`src/rtl/bg_tile_fetcher.sv`:
```
// Background tile fetcher: walks the frame in raster order, looks each pixel up through
// the tilemap and pattern RAMs and pushes it into the background FIFO. Scroll support is
// compiled in when BG_SCROLL_EN is defined.

module bg_tile_fetcher #(
    parameter int H_MAX  = 640,
    parameter int V_MAX  = 480,
    parameter int TIDX_W = 8,
    parameter int PIX_W  = 9
) (
    input  logic              clk,
    input  logic              rst_n,
    input  logic              enable,
    input  logic [9:0]        scroll_x,
    input  logic [8:0]        scroll_y,
    output logic [12:0]       map_addr,
    input  logic [TIDX_W-1:0] map_data,
    output logic [TIDX_W+5:0] pat_addr,
    input  logic [PIX_W-1:0]  pat_data,
    output logic [PIX_W-1:0]  fifo_wdata,
    output logic              fifo_wr,
    input  logic              fifo_full,
    input  logic              fifo_almost_full,
    output logic              frame_done,
    output logic              overflow
);

    localparam logic [12:0] TILES_X = 13'(H_MAX / 8);
    localparam logic [9:0]  X_LAST  = 10'(H_MAX - 1);
    localparam logic [8:0]  Y_LAST  = 9'(V_MAX - 1);

    logic [9:0]        gen_x_q, gen_x_d;
    logic [8:0]        gen_y_q, gen_y_d;
    logic              v1_q, v1_d, v2_q, v2_d, v3_q, v3_d, v4_q, v4_d;
    logic              last1_q, last1_d, last2_q, last2_d, last3_q, last3_d, last4_q, last4_d;
    logic [5:0]        fine1_q, fine1_d, fine2_q, fine2_d;
    logic [12:0]       map_addr_q, map_addr_d;
    logic [TIDX_W+5:0] pat_addr_q, pat_addr_d;
    logic [PIX_W-1:0]  fifo_wdata_q, fifo_wdata_d;
    logic              fifo_wr_q, fifo_wr_d;
    logic              frame_done_q, frame_done_d;
    logic              overflow_q, overflow_d;

    logic              issue, first_pix, last_pix;
    logic [9:0]        wx;
    logic [8:0]        wy;

`ifdef BG_SCROLL_EN
    logic [9:0]  sx_q, sx_d, sx_in, sx_eff;
    logic [8:0]  sy_q, sy_d, sy_in, sy_eff;
    logic [10:0] wx_sum;
    logic [9:0]  wy_sum;
`else
    logic        unused_scroll;
    assign unused_scroll = ^{scroll_x, scroll_y};
`endif

    always_comb begin
        issue     = enable & ~fifo_almost_full;
        first_pix = (gen_x_q == 10'd0) && (gen_y_q == 9'd0);
        last_pix  = (gen_x_q == X_LAST) && (gen_y_q == Y_LAST);

`ifdef BG_SCROLL_EN
        // Pixel (0,0) already uses the scroll being latched for its frame.
        sx_in  = (scroll_x >= 10'(H_MAX)) ? scroll_x - 10'(H_MAX) : scroll_x;
        sy_in  = (scroll_y >= 9'(V_MAX)) ? scroll_y - 9'(V_MAX) : scroll_y;
        sx_eff = first_pix ? sx_in : sx_q;
        sy_eff = first_pix ? sy_in : sy_q;
        wx_sum = {1'b0, gen_x_q} + {1'b0, sx_eff};
        wy_sum = {1'b0, gen_y_q} + {1'b0, sy_eff};
        wx     = (wx_sum >= 11'(H_MAX)) ? 10'(wx_sum - 11'(H_MAX)) : wx_sum[9:0];
        wy     = (wy_sum >= 10'(V_MAX)) ? 9'(wy_sum - 10'(V_MAX)) : wy_sum[8:0];
        sx_d   = (issue && first_pix) ? sx_in : sx_q;
        sy_d   = (issue && first_pix) ? sy_in : sy_q;
`else
        wx = gen_x_q;
        wy = gen_y_q;
`endif

        gen_x_d = gen_x_q;
        gen_y_d = gen_y_q;
        if (issue) begin
            if (gen_x_q == X_LAST) begin
                gen_x_d = 10'd0;
                gen_y_d = (gen_y_q == Y_LAST) ? 9'd0 : gen_y_q + 9'd1;
            end else begin
                gen_x_d = gen_x_q + 10'd1;
            end
        end

        v1_d       = issue;
        last1_d    = issue & last_pix;
        fine1_d    = issue ? {wy[2:0], wx[2:0]} : fine1_q;
        map_addr_d = issue ? 13'(wy[8:3]) * TILES_X + 13'(wx[9:3]) : map_addr_q;

        v2_d       = v1_q;
        last2_d    = last1_q;
        fine2_d    = fine1_q;

        v3_d       = v2_q;
        last3_d    = last2_q;
        pat_addr_d = v2_q ? {map_data, fine2_q} : pat_addr_q;

        v4_d       = v3_q;
        last4_d    = last3_q;

        fifo_wr_d    = v4_q & ~fifo_full;
        fifo_wdata_d = v4_q ? pat_data : fifo_wdata_q;
        frame_done_d = v4_q & last4_q;
        overflow_d   = overflow_q | (v4_q & fifo_full);
    end

    always_ff @(posedge clk or negedge rst_n) begin
        if (!rst_n) begin
            gen_x_q      <= '0;
            gen_y_q      <= '0;
            v1_q         <= 1'b0;
            v2_q         <= 1'b0;
            v3_q         <= 1'b0;
            v4_q         <= 1'b0;
            last1_q      <= 1'b0;
            last2_q      <= 1'b0;
            last3_q      <= 1'b0;
            last4_q      <= 1'b0;
            fine1_q      <= '0;
            fine2_q      <= '0;
            map_addr_q   <= '0;
            pat_addr_q   <= '0;
            fifo_wdata_q <= '0;
            fifo_wr_q    <= 1'b0;
            frame_done_q <= 1'b0;
            overflow_q   <= 1'b0;
`ifdef BG_SCROLL_EN
            sx_q         <= '0;
            sy_q         <= '0;
`endif
        end else begin
            gen_x_q      <= gen_x_d;
            gen_y_q      <= gen_y_d;
            v1_q         <= v1_d;
            v2_q         <= v2_d;
            v3_q         <= v3_d;
            v4_q         <= v4_d;
            last1_q      <= last1_d;
            last2_q      <= last2_d;
            last3_q      <= last3_d;
            last4_q      <= last4_d;
            fine1_q      <= fine1_d;
            fine2_q      <= fine2_d;
            map_addr_q   <= map_addr_d;
            pat_addr_q   <= pat_addr_d;
            fifo_wdata_q <= fifo_wdata_d;
            fifo_wr_q    <= fifo_wr_d;
            frame_done_q <= frame_done_d;
            overflow_q   <= overflow_d;
`ifdef BG_SCROLL_EN
            sx_q         <= sx_d;
            sy_q         <= sy_d;
`endif
        end
    end

    assign map_addr   = map_addr_q;
    assign pat_addr   = pat_addr_q;
    assign fifo_wdata = fifo_wdata_q;
    assign fifo_wr    = fifo_wr_q;
    assign frame_done = frame_done_q;
    assign overflow   = overflow_q;

endmodule

```
`config.mk`:
```
export PLATFORM = sky130hd
export DESIGN_NAME = bg_tile_fetcher
export DESIGN_NICKNAME = d
export VERILOG_FILES = /design/src/rtl/bg_tile_fetcher.sv
export SDC_FILE = /design/constraint.sdc
export NUM_CORES = 1
export LEC_CHECK = 0
export ABC_AREA = 1
export CAP_MARGIN = 25
export CORE_ASPECT_RATIO = 0.7
export CORE_MARGIN = 2
export CORE_UTILIZATION = 45
export DETAILED_ROUTE_END_ITERATION = 7
export PLACE_DENSITY = 0.73
export SETUP_SLACK_MARGIN = 0.4
export SLEW_MARGIN = 25
export SYNTH_ARGS = -nofsm -noshare
export SYNTH_HDL_FRONTEND = slang
export SYNTH_SLANG_ARGS = --single-unit
```
`constraint.sdc`:
```
create_clock -name clk -period 3.3 [get_ports clk]
set_clock_uncertainty 0.2 [all_clocks]
set_input_delay 0.495 -clock clk [delete_from_list [all_inputs] [get_ports clk]]
set_output_delay 0.495 -clock clk [all_outputs]
set_load 0.01 [all_outputs]
```
# --- Yosys cells after proc, flatten, opt, wreduce, memory -nomap -nowiden ---
# Index checks and enable logic that the tools add are counted.
classes:
  n_addsub: 3
  multipliers: 1
  n_eq_ne: 2
  mux: 2
  bitwise_logic: 8
  reduce_logical: 2
op_table:
  columns: ["op", "count"]
  rows:
  - ["13-bit by 7-bit adder with 13-bit output", 1]
  - ["10-bit by 1-bit adder with 10-bit output (second input constant)", 1]
  - ["10-bit equality test (second input constant)", 1]
  - ["10-bit 2-to-1 mux", 1]
  - ["9-bit by 1-bit adder with 9-bit output (second input constant)", 1]
  - ["9-bit equality test (second input constant)", 1]
  - ["6-bit by 3-bit multiplier with 9-bit output (second input constant)", 1]
  - ["9-bit 2-to-1 mux", 1]
  - ["1-bit bitwise AND", 5]
  - ["1-bit inverter", 2]
  - ["2-bit AND reduction", 1]
  - ["1-bit logical AND", 1]
  - ["1-bit bitwise OR", 1]
word_totals:
  reg_bits: 78
  input_bits: 41
  output_inout_bits: 39
  wordCells: 36

# --- Longest topological paths before layout ---
depth:
  depth_word: 3
  ltp_mapped: 12
  ltp_nobuf: 12

# --- Worst setup path before layout ---
# No wires, ideal clock.
synth_path:
  kind: "reg-to-reg"
  start: "reg gen_y_q[4]"
  end: "reg map_addr_q[11] (netlist: map_addr[11])"
  setup_ns: 0.117
  t_arrival_ns: 1.968
  required_time_ns: 2.983
  setup_slack_ns: 1.015
  stages_incl_launch_ff: 11
  n_path_buf: 0
  period_less_slack_ns: 2.285
  path_cell_list: "dfrtp_1 -> ha_1 -> ha_1 -> inv_1 -> fa_1 -> nor2_1 -> nand3_1 -> nor2_1 -> nand2_1 -> nand3_1 -> nand2_1"
synth_via:
  elab_chain_len: 2
synth_lines:
  columns: ["item", "line", "text"]
  rows:
  - ["start: declaration", "33", "logic [8:0] gen_y_q, gen_y_d;"]
  - ["start signal: assignment", "139", "gen_y_q <= gen_y_d;"]
  - ["6-bit by 3-bit multiplier with 9-bit output", "94", "map_addr_d = issue ? 13'(wy[8:3]) * TILES_X + 13'(wx[9:3]) : map_addr_q;"]
  - ["13-bit by 7-bit adder with 13-bit output", "94", null]
  - ["end signal: assignment", "150", "map_addr_q <= map_addr_d;"]
  - ["end: declaration", "37", "logic [12:0] map_addr_q, map_addr_d;"]
# No other way between the ends.
# A chain may end at the register's enable or synchronous reset.

# --- Worst setup path in the final report ---
layout_path:
  start: "reg gen_y_q[4]"
  end: "reg map_addr_q[12] (netlist: map_addr[12])"
# Same word-level chain as after synthesis.

==> results by group <==
CTS
  • Root Driver: clkbuf_8
  • Reg clk slew, reported paths: 0.09 ns
  • Clock Latency Late Sink: between 0.3 and 0.4 ns
  • CTS resizes: 0
  • Max clock buf depth: 2
  • CTS tree: built
  • Clock sink count: approximately 80
  • TritonCTS Buffers: 9
  • Htree depth: 3

Outcome
  • Status: finished, final reports clean

Worst setup path
  • CP arrival: 2.63 ns
  • Worst r2r src: gen_y_q[4]
  • CP Launch Type: register
  • R2R setup slack: 0.76 ns
  • WP data required: 3.39 ns
  • Crit Path Class: reg -> reg
  • CP Capture Type: register
  • CP Max Fanout: 6
  • Critical path startpoint: gen_y_q[4]
  • Worst reg2reg path depth: 11

Placed design
  • Final HPWL DP: ~4700 µm
  • Pre-CTS setup slack: 0.792 ns
  • Port Buf Inserts: 60
  • Placed instance area: 4180 µm²
  • Placer congestion estimate: 0.838

Synthesis
  • Syn Nets: 411
  • Synth Instances: 355
  • Register area share after synthesis: 0.561
  • Cell Area, Synth: between 3000 and 4000 µm²
  • Avg Cell Area, Syn: ~9.8 µm²
  • EDFF count, synth: 0
  • Synth top area cells: dfrtp_1 56%, nand2_1 10%, ha_1 4.7%, mux2_2 4.5%, o21ai_0 3.9%
  • Ys Warns: 0
  • Post-synth ARST share: 1.00
  • Area fraction of the dominant cell type after synthesis: 0.561
  • Unique masters post-synth: 33
  • Ys flop type: dfrtp_1
  • FF+latch count, synth: 78
  • Cell taking the most area after synthesis: dfrtp_1

Drt
  • DRC Markers: 0
  • Routed WL per cell: ~13 µm
  • Number of DRC markers in iteration 0: 154
  • DRT Wirelength: 6700 µm
  • Final ANT Viol Nets: 0
  • Drt first pass iters: 4
  • Via/cell ratio: between 4 and 5
  • Via Count: 2600

Timing
  • Period minus WS final: between 2 and 3 ns
  • Final setup violation count: 0
  • Least-Margin Pin Slew: 0.678 ns
  • Slew headroom: 0.548
  • Fin crit share: 0.769
  • Hold_ws: around 0.15 ns
  • Setup TNS: 0 ns
  • Slew Limit Fails: 0
  • RSZ-0062 raised after global routing: no
  • Final Hold Viols: 0
  • Fin worst setup slack: around 0.76 ns
  • F_max: slightly below 400 MHz

GRT
  • Pin count of the biggest net entering global routing: 79
  • GRT busiest layer: met2
  • Total GRT Usage: 0.173
  • Grt met3 use: 0.0613
  • Initial antenna violation count: 0
  • M2 GR Usage: 0.278
  • Vias in the first global route: around 2600
  • First-pass GRT wire length: 11500 µm
  • Gr ovfl total: 0
  • Met1 GRT Util: 0.222

Pwr
  • Reg power frac: 0.482
  • Psw: about 850 µW
  • Clock power frac: 0.264
  • Net Sw Frac: 0.328
  • Int Pwr: 1.74 mW
  • Worst vdd ir: about 300 µV
  • Logic pwr share: 0.254
  • Pwr per Cell Area: 592 nW/µm²
  • Pleak: ~2.1 nW

Die
  • Core area: 7380 µm²
  • Io pins: 80
  • Die W: between 100 and 150 µm
  • Die Ht: 77.6 µm
  • Die ar.: 8470 µm²
  • Initial Util: 0.472
  • Rows: 26

Layout
  • Area delta synth->final: 25.9%
  • Net count, final: 477
  • Fin util: 0.594
  • Share of cells above drive strength 1: 0.113
  • Post-route cell area: around 4400 µm²
  • Ant diodes: 0

Worst hold path
  • Worst min path class: reg -> reg
  • Hold Path Depth: 0
  • Hold path startpoint: v3_q

Job
  • Maxcap violations: 0
-- cell usage in the layout, fill, tap and decap left out, types with 2 or more instances in the layout --
cell	count
nand3_2	2
ha_1	13
nand3_1	20
mux2_2	14
dfrtp_1	78
inv_1	30
xnor2_1	3
nor2_4	2
clkdlybuf4s50_1	59
o21ai_0	27
nand3b_1	2
fa_1	2
nand4_1	8
inv_2	4
nand2_4	2
xor2_1	3
inv_6	3
clkbuf_8	9
nor2_2	3
nand2_1	97
nor2_1	13
clkinv_4	2
a21oi_1	7
and3_1	2
nor3_1	7
-- what timing repair did --
item	in CTS	in global routing
setup buffers	0	0
endpoints found under the hold margin	0	13
endpoints found under the setup margin	0	0
hold buffers	0	1
-- synth_stat cells (3+ instances only) --
| library cell | n |
|---|---|
| inv_2 | 4 |
| nand2_1 | 97 |
| a21oi_1 | 7 |
| nor2_1 | 13 |
| nor2_2 | 3 |
| xnor2_1 | 3 |
| mux2_2 | 14 |
| nand3_1 | 20 |
| nor3_1 | 7 |
| inv_1 | 30 |
| ha_1 | 13 |
| dfrtp_1 | 78 |
| clkbuf_1 | 4 |
| xor2_1 | 3 |
| nand4_1 | 8 |
| o21ai_0 | 27 |
-- per-layer routing --
metal,vias up,routed length [µm]
li1,1305,-
met1,1224,3220
met2,63,2980
met3,8,447
met4,0,55
met5,-,0
-- through the flow --
stage / total power [mW] / instances
2_1_floorplan: 1.61 / 355
3_3_place_gp: 1.91 / 507
3_5_place_dp: 1.93 / 507
4_1_cts: 2.63 / 523
5_1_grt: 2.76 / 524
6_report: 2.59 / 524
-- worst max-delay path, stage by stage, from the launching register on --
cell and delay [ns]:
dfrtp_1 0.47, ha_1 0.32, ha_1 0.22, inv_1 0.08, fa_1 0.45, nor2_1 0.20, nand3_1 0.13, nor2_1 0.16
nand2_1 0.06, nand2_1 0.06, nand2_1 0.05, nand2_1 0.07
-- power by group through the flow --
| stage | registers (mW) | logic (mW) | clock network [mW] |
|---|---|---|---|
| after floorplan | 1.29 | 0.323 | 0 |
| after global placement | 1.27 | 0.645 | 0 |
| after detailed placement | 1.27 | 0.662 | 0 |
| after CTS | 1.25 | 0.667 | 0.710 |
| after global routing | 1.28 | 0.737 | 0.751 |
| final | 1.25 | 0.658 | 0.685 |
-- cells by family after synthesis --
logic type	share of synthesized area
compound gates	0.0543
flops	0.561
xor+xnor	0.0151
fa+ha+maj	0.0582
buf+inv	0.0449
mux	0.0453
simple gates	0.222
-- sequential cells by signal, summed over array words and instances (netlist names), 6 cells and up --
| signal | flops |
|---|---|
| pat_addr | 14 |
| gen_y_q | 9 |
| fine1_q | 6 |
| fine2_q | 6 |
| gen_x_q | 10 |
| fifo_wdata | 9 |
| map_addr | 13 |
-- worst paths after layout --
kind,to
min in group asynchronous,gen_y_q[5]
worst min-delay path,v4_q
worst min register to register,v4_q
worst max-delay path,map_addr[12]
worst max register to register,map_addr[12]
max in group asynchronous,map_addr[11]
-- area by class of cell --
type | instances | area, µm²
Tap cell | 98 | 123
Clock inverter | 7 | 67.6
Sequential cell | 78 | 1950
Inverter | 35 | 131
Timing Repair Buffer | 61 | 612
Clock buffer | 9 | 124
Fill cell | 623 | 3000
Multi-Input combinational cell | 236 | 1370
Note: power is estimated with default switching activity, not from simulation.
